## config.mk

```make
export PLATFORM = sky130hd
export DESIGN_NAME = hilo_acc_unit_flat
export DESIGN_NICKNAME = d
export VERILOG_FILES = /design/src/rtl/hilo_pkg.sv /design/src/rtl/hilo_acc_unit_if.sv /design/src/rtl/hilo_mul.sv /design/src/rtl/hilo_acc_unit.sv /design/src/flat_wrapper.sv
export SDC_FILE = /design/constraint.sdc
export NUM_CORES = 2
export LEC_CHECK = 0
export BUFFER_PORTS_ARGS = -buffer_cell sky130_fd_sc_hd__buf_2
export CORE_AREA = 2 2 324 326
export CTS_CLUSTER_SIZE = 14
export DETAILED_ROUTE_END_ITERATION = 16
export DIE_AREA = 0 0 326 328
export PLACE_DENSITY = 0.91
export SYNTH_ARGS = -nofsm -noshare
export SYNTH_HDL_FRONTEND = slang
export SYNTH_SLANG_ARGS = --single-unit
```

## constraint.sdc

```tcl
create_clock -name clk -period 8.2 [get_ports clk]
set_input_delay 0.41 -clock clk [delete_from_list [all_inputs] [get_ports clk]]
set_output_delay 0.41 -clock clk [all_outputs]
set_load 0.005 [all_outputs]
```

## src/rtl/hilo_pkg.sv

```systemverilog
// Shared types for the HI/LO accumulate unit: accumulate opcodes, FSM states, opcode decode helpers.
package hilo_pkg;

  typedef enum logic [1:0] {
    ACC_MADDU = 2'b00,
    ACC_MADD  = 2'b01,
    ACC_MSUBU = 2'b10,
    ACC_MSUB  = 2'b11
  } acc_op_e;

  typedef enum logic [1:0] {
    IDLE = 2'b00,
    MUL  = 2'b01,
    ACC  = 2'b10
  } state_e;

  function automatic logic op_is_signed(acc_op_e op);
    return (op == ACC_MADD) || (op == ACC_MSUB);
  endfunction

  function automatic logic op_is_sub(acc_op_e op);
    return (op == ACC_MSUBU) || (op == ACC_MSUB);
  endfunction

endpackage

```

## src/rtl/hilo_acc_unit_if.sv

```systemverilog
// Request/result bundle between the pipeline (master) and the HI/LO unit (slave).
interface hilo_acc_unit_if #(parameter int unsigned DW = 32) ();

  logic          wr_hi_en;
  logic          wr_lo_en;
  logic [DW-1:0] wr_hi;
  logic [DW-1:0] wr_lo;
  logic          acc_valid;
  logic          acc_ready;
  logic [1:0]    acc_op;
  logic [DW-1:0] acc_a;
  logic [DW-1:0] acc_b;
  logic [DW-1:0] hi_o;
  logic [DW-1:0] lo_o;
  logic [DW-1:0] hi_rd;
  logic [DW-1:0] lo_rd;
  logic          busy;
  logic          done;
  logic          wr_err;

  modport master (
    output wr_hi_en, wr_lo_en, wr_hi, wr_lo, acc_valid, acc_op, acc_a, acc_b,
    input  acc_ready, hi_o, lo_o, hi_rd, lo_rd, busy, done, wr_err
  );

  modport slave (
    input  wr_hi_en, wr_lo_en, wr_hi, wr_lo, acc_valid, acc_op, acc_a, acc_b,
    output acc_ready, hi_o, lo_o, hi_rd, lo_rd, busy, done, wr_err
  );

endinterface

```

## src/rtl/hilo_mul.sv

```systemverilog
// Registered DW x DW multiplier, signed or unsigned, full 2*DW-bit product.
module hilo_mul #(
  parameter int unsigned DW = 32
) (
  input  logic            clk,
  input  logic            rst,
  input  logic            en,
  input  logic            sgn,
  input  logic [DW-1:0]   a,
  input  logic [DW-1:0]   b,
  output logic [2*DW-1:0] p
);

  localparam int unsigned PW = 2 * DW;

  logic [PW-1:0] a_ext_c;
  logic [PW-1:0] b_ext_c;

  // Extending to the full product width makes the low 2*DW bits of the product exact for both signednesses.
  always_comb begin
    a_ext_c = sgn ? {{DW{a[DW-1]}}, a} : {{DW{1'b0}}, a};
    b_ext_c = sgn ? {{DW{b[DW-1]}}, b} : {{DW{1'b0}}, b};
  end

  always_ff @(posedge clk) begin
    if (rst) begin
      p <= '0;
    end else if (en) begin
      p <= PW'(a_ext_c * b_ext_c);
    end
  end

endmodule

```

## src/rtl/hilo_acc_unit.sv

```systemverilog
// HI/LO architectural registers with direct writes, a 3-cycle multiply-accumulate sequence
// and an optional same-cycle write bypass on the MFHI/MFLO read port.
module hilo_acc_unit
  import hilo_pkg::*;
#(
  parameter int unsigned DW     = 32,
  parameter bit          BYPASS = 1'b1
) (
  input logic          clk,
  input logic          rst,
  hilo_acc_unit_if.slave bus
);

  localparam int unsigned AW = 2 * DW;

  state_e        state;
  state_e        state_nxt;
  acc_op_e       op_q;
  logic [DW-1:0] a_q;
  logic [DW-1:0] b_q;
  logic [DW-1:0] hi_q;
  logic [DW-1:0] lo_q;
  logic          done_q;
  logic          wr_err_q;
  logic [AW-1:0] prod;
  logic [AW-1:0] acc_sum_c;
  logic          accept_c;
  logic          wr_any_c;
  logic          mul_en_c;
  logic          mul_sgn_c;

  always_ff @(posedge clk) begin
    if (rst) state <= IDLE;
    else     state <= state_nxt;
  end

  always_comb begin
    state_nxt = state;
    accept_c  = 1'b0;
    mul_en_c  = 1'b0;
    case (state)
      IDLE: begin
        accept_c = bus.acc_valid;
        if (bus.acc_valid) state_nxt = MUL;
      end
      MUL: begin
        mul_en_c  = 1'b1;
        state_nxt = ACC;
      end
      ACC:     state_nxt = IDLE;
      default: state_nxt = IDLE;
    endcase
  end

  assign wr_any_c  = bus.wr_hi_en | bus.wr_lo_en;
  assign mul_sgn_c = op_is_signed(op_q);

  hilo_mul #(.DW(DW)) u_mul (
    .clk (clk),
    .rst (rst),
    .en  (mul_en_c),
    .sgn (mul_sgn_c),
    .a   (a_q),
    .b   (b_q),
    .p   (prod)
  );

  // HI/LO already hold any write accepted alongside the request by the time ACC reads them.
  assign acc_sum_c = op_is_sub(op_q) ? AW'({hi_q, lo_q} - prod) : AW'({hi_q, lo_q} + prod);

  always_ff @(posedge clk) begin
    if (rst) begin
      op_q     <= ACC_MADDU;
      a_q      <= '0;
      b_q      <= '0;
      hi_q     <= '0;
      lo_q     <= '0;
      done_q   <= 1'b0;
      wr_err_q <= 1'b0;
    end else begin
      done_q   <= (state == ACC);
      wr_err_q <= (state != IDLE) && wr_any_c;
      if (accept_c) begin
        op_q <= acc_op_e'(bus.acc_op);
        a_q  <= bus.acc_a;
        b_q  <= bus.acc_b;
      end
      if (state == IDLE) begin
        if (bus.wr_hi_en) hi_q <= bus.wr_hi;
        if (bus.wr_lo_en) lo_q <= bus.wr_lo;
      end else if (state == ACC) begin
        {hi_q, lo_q} <= acc_sum_c;
      end
    end
  end

  // Writes are only forwarded in IDLE; while busy the pipeline is stalled and reads are stale.
  always_comb begin
    bus.hi_rd = hi_q;
    bus.lo_rd = lo_q;
    if (BYPASS && (state == IDLE)) begin
      if (bus.wr_hi_en) bus.hi_rd = bus.wr_hi;
      if (bus.wr_lo_en) bus.lo_rd = bus.wr_lo;
    end
  end

  assign bus.acc_ready = (state == IDLE);
  assign bus.busy      = (state != IDLE);
  assign bus.hi_o      = hi_q;
  assign bus.lo_o      = lo_q;
  assign bus.done      = done_q;
  assign bus.wr_err    = wr_err_q;

endmodule

```

## src/flat_wrapper.sv

```systemverilog
// flat-port wrapper written by rule: the top's interface ports become plain ports
module hilo_acc_unit_flat import hilo_pkg::*;
#(
  parameter int unsigned DW     = 32,
  parameter bit          BYPASS = 1'b1
)
  (clk, rst, bus_wr_hi_en, bus_wr_lo_en, bus_wr_hi, bus_wr_lo, bus_acc_valid, bus_acc_op, bus_acc_a, bus_acc_b, bus_acc_ready, bus_hi_o, bus_lo_o, bus_hi_rd, bus_lo_rd, bus_busy, bus_done, bus_wr_err);
  hilo_acc_unit_if #(.DW(DW)) bus_i ();
  input logic clk;
  input logic rst;
  input wire logic [$bits(bus_i.wr_hi_en)-1:0] bus_wr_hi_en;
  input wire logic [$bits(bus_i.wr_lo_en)-1:0] bus_wr_lo_en;
  input wire logic [$bits(bus_i.wr_hi)-1:0] bus_wr_hi;
  input wire logic [$bits(bus_i.wr_lo)-1:0] bus_wr_lo;
  input wire logic [$bits(bus_i.acc_valid)-1:0] bus_acc_valid;
  input wire logic [$bits(bus_i.acc_op)-1:0] bus_acc_op;
  input wire logic [$bits(bus_i.acc_a)-1:0] bus_acc_a;
  input wire logic [$bits(bus_i.acc_b)-1:0] bus_acc_b;
  output wire logic [$bits(bus_i.acc_ready)-1:0] bus_acc_ready;
  output wire logic [$bits(bus_i.hi_o)-1:0] bus_hi_o;
  output wire logic [$bits(bus_i.lo_o)-1:0] bus_lo_o;
  output wire logic [$bits(bus_i.hi_rd)-1:0] bus_hi_rd;
  output wire logic [$bits(bus_i.lo_rd)-1:0] bus_lo_rd;
  output wire logic [$bits(bus_i.busy)-1:0] bus_busy;
  output wire logic [$bits(bus_i.done)-1:0] bus_done;
  output wire logic [$bits(bus_i.wr_err)-1:0] bus_wr_err;
  assign bus_i.wr_hi_en = bus_wr_hi_en;
  assign bus_i.wr_lo_en = bus_wr_lo_en;
  assign bus_i.wr_hi = bus_wr_hi;
  assign bus_i.wr_lo = bus_wr_lo;
  assign bus_i.acc_valid = bus_acc_valid;
  assign bus_i.acc_op = bus_acc_op;
  assign bus_i.acc_a = bus_acc_a;
  assign bus_i.acc_b = bus_acc_b;
  assign bus_acc_ready = bus_i.acc_ready;
  assign bus_hi_o = bus_i.hi_o;
  assign bus_lo_o = bus_i.lo_o;
  assign bus_hi_rd = bus_i.hi_rd;
  assign bus_lo_rd = bus_i.lo_rd;
  assign bus_busy = bus_i.busy;
  assign bus_done = bus_i.done;
  assign bus_wr_err = bus_i.wr_err;
  hilo_acc_unit #(.DW(DW), .BYPASS(BYPASS)) u_core (.clk(clk), .rst(rst), .bus(bus_i));
endmodule
```

==> results by group <==
Timing
  – Tmin final: 9050 ps
  – Clk_skew: 29.3 ps
  – Slew Viols, Final: 0
  – Count of final setup violators: 42
  – Final WS setup: -851 ps
  – Final Hold Viols: 0
  – Final period utilization: 1.10
  – Worst slew margin: 0.181
  – RSZ-0062 raised after global routing: true
  – Setup TNS: -24,430 ps
  – Worst-Margin Slew: 1230 ps
  – Max frequency: 0.110 GHz

CTS
  – Latest clock arrival within the worst-skew pair: 550 ps
  – CTS clk-pin slew, worst paths: 100 ps
  – Hold_buf cts: 0
  – Htree depth: 4
  – Clk sinks: 198
  – Clk root buf: clkbuf_16
  – Number of buffers created by CTS: 17
  – TritonCTS clock tree: yes
  – CTS Buffer Depth: 2

Synth
  – Share of the synthesized area in the top cell type: 0.465
  – Mapped Area: 0.0608 mm²
  – Syn. warnings: 0
  – Part of the Yosys area used for sequential elements: 0.0652
  – Syn Area/Cell: 8.86 µm²
  – Synth area leader: fa_1
  – Number of synthesized flops with an enable pin: 0
  – Mux contribution to synthesized area: 0.0126
  – Synth Area in Adders: 0.544
  – #FFs+latches synth: 198
  – Synth Area in Compound Gates: 0.0866
  – Synth Instances: 6,860
  – Synth area leaders: fa_1, inv_1, ha_1
  – Main combinational cell family by area after synthesis: adder cells
  – Synth unique cells: 95
  – Net Count, Synth: 8,789
  – Top post-synthesis cells by count: inv_1, fa_1, nand2_1
  – Ys flop type: dfxtp_1
  – Most common cell in the netlist: inv_1
  – Async SR Flop Fraction: 0
  – Xor/xnor share of the synthesized area: 0.0325
  – Synth Area in Simple Gates: 0.142

Placed design
  – Placed insts: 8,773
  – DPL Wire Length: 172,000 µm
  – Routability cong.: 1.03
  – Port Buffer Count: 266
  – Dpl cell area: 0.0682 mm²

Power and ir drop
  – Maximum VDD drop: 0.163 mV
  – Pleak: 36.2 nW
  – Cell Pwr Density: 104 mW/mm²

Final layout
  – Fill count: 6,679
  – Area growth syn-to-layout: 17.9%
  – Design area: 0.0716 mm²
  – Net count reported at finish: 9,449
  – Fraction of layout cells with a size suffix above 1: 0.204
  – Post-Layout Cell Count: 8,933

Global routing
  – Vias in the first global route: 58,849
  – Global route overflow: 0
  – Initial antenna violation count: 23
  – Pin count of the biggest net entering global routing: 65
  – First-pass GRT wire length: 335,000 µm
  – Total Routing Usage GR: 0.414

Critical path
  – Worst setup path class: reg2reg
  – Worst Path Max Fanout: 8
  – Peak per-stage delay on the critical path: 870 ps
  – Cell mode on critical path: fa_1
  – CP top delay family: adder cells
  – Crit path capture type: flop
  – Worst Path Arrival: 9470 ps
  – CP Data Required Time: 8620 ps
  – Setup crit start kind: flop
  – WP buf/inv: 12
  – Critical Path Slowest Stage Cell: fa_1

Floorplan
  – Initial core utilization: 0.589
  – Overall die height: 328 µm
  – Boundary pin count: 267
  – Die ar.: 0.107 mm²
  – Chip width: 326 µm
  – Core ar.: 0.103 mm²
  – Cell row count: 118

Run status
  – Failing checks: setup timing
  – Status: finished with violations

Routing
  – DRT Pass-1 Iters: 12
  – Drt total wl: 239,000 µm
  – Residual DRC: 0
  – Routed Antenna Nets: 0
  – Vias per inst: 6.32
  – Initial DRC Count: 8,203
  – Wirelength per Cell: 26.7 µm
  – Via Count: 56,419

Job
  – Total of max-cap violations: 0

Worst hold path
  – HP Class: in2reg
## report_power, final
part           internal, mW  leakage (nW)  switching, mW
Clock                 0.437         0.286          0.489
Sequential             1.05          1.65          0.139
Combinational          2.21          34.3           3.13
## final cells by class
class,count,area [µm²],area share
antenna,20,50.0,0.000699
clock buffer,19,443,0.00618
clock inverter,13,140,0.00196
inverter,1530,5750,0.0802
multi-input combinational,4769,51200,0.715
sequential,198,4050,0.0565
tap,1380,1730,0.0241
timing repair buffer,1004,8250,0.115
## sequential cells by signal, summed over array words and instances (netlist names)
name and cells:
u_core.bus.done 1, u_core.u_mul.p 64, u_core.bus.lo_o 32, u_core.state 2
u_core.bus.hi_o 32, u_core.op_q 2, u_core.bus.wr_err 1, u_core.b_q 32
u_core.a_q 32
## through the flow
step	setup WS, ps	utilization	power [mW]	hold WS [ps]
2_1_floorplan	-157	-	4.24	453
3_3_place_gp	-474	0.661	5.73	463
3_5_place_dp	-677	0.661	5.89	473
4_1_cts	-235	0.679	7.00	64.5
5_1_grt	-885	0.694	7.87	115
6_report	-851	0.694	7.46	84.7
## cell families after synthesis
kind of cell,Yosys count
fa+ha+maj,1796
xor+xnor,225
flops,198
compound gates,837
buf+inv,1894
mux,69
simple gates,1841
## metal layers
layer,vias up,wire (µm),GRT usage,part of all wire
met2,5504,101000,0.642,0.42
met3,2055,39500,0.161,0.17
met4,12,23900,0.281,0.10
met1,26803,73900,0.474,0.31
met5,-,212,0,0.00089
li1,22045,-,-,-
## tightest hold or removal path, stage by stage
cell and delay, ps:
buf_2 100, nand2_1 40, a21oi_1 50
## cells in the final DEF, fill, tap and decap left out, types with 59 or more instances in the layout
master	Yosys	routed
fa_1	1413	1311
fa_2	0	102
inv_2	2	69
buf_4	1	600
ha_1	381	350
buf_12	0	83
nand2_1	992	958
and2_1	421	411
xnor2_1	184	181
o21ai_0	126	110
mux2_2	59	59
a21o_1	91	89
buf_2	3	265
a21oi_1	305	271
nor2_1	170	163
dfxtp_1	198	148
inv_1	1527	1458
## path summary, 6_finish.rpt
check,slack [ps],cells past startpoint,start,to
setup / recovery,-850,33,u_core.b_q[8]$_SDFFE_PP0P_,u_core.u_mul.p[55]$_SDFFE_PP0N_
hold / removal,80,3,bus_acc_b[19],u_core.b_q[19]$_SDFFE_PP0P_
setup reg to reg,-850,33,u_core.b_q[8]$_SDFFE_PP0P_,u_core.u_mul.p[55]$_SDFFE_PP0N_
hold reg to reg,480,2,u_core.a_q[27]$_SDFFE_PP0P_,u_core.a_q[27]$_SDFFE_PP0P_
## repair_timing
action	CTS	global route
pin swaps	187	189
buffers inserted	56	49
cloned	2	3
gates resized for setup	273	275
endpoints found under the hold margin	0	0
endpoints found under the setup margin	34	43
No activity file was read; power rests on OpenSTA's default activity.
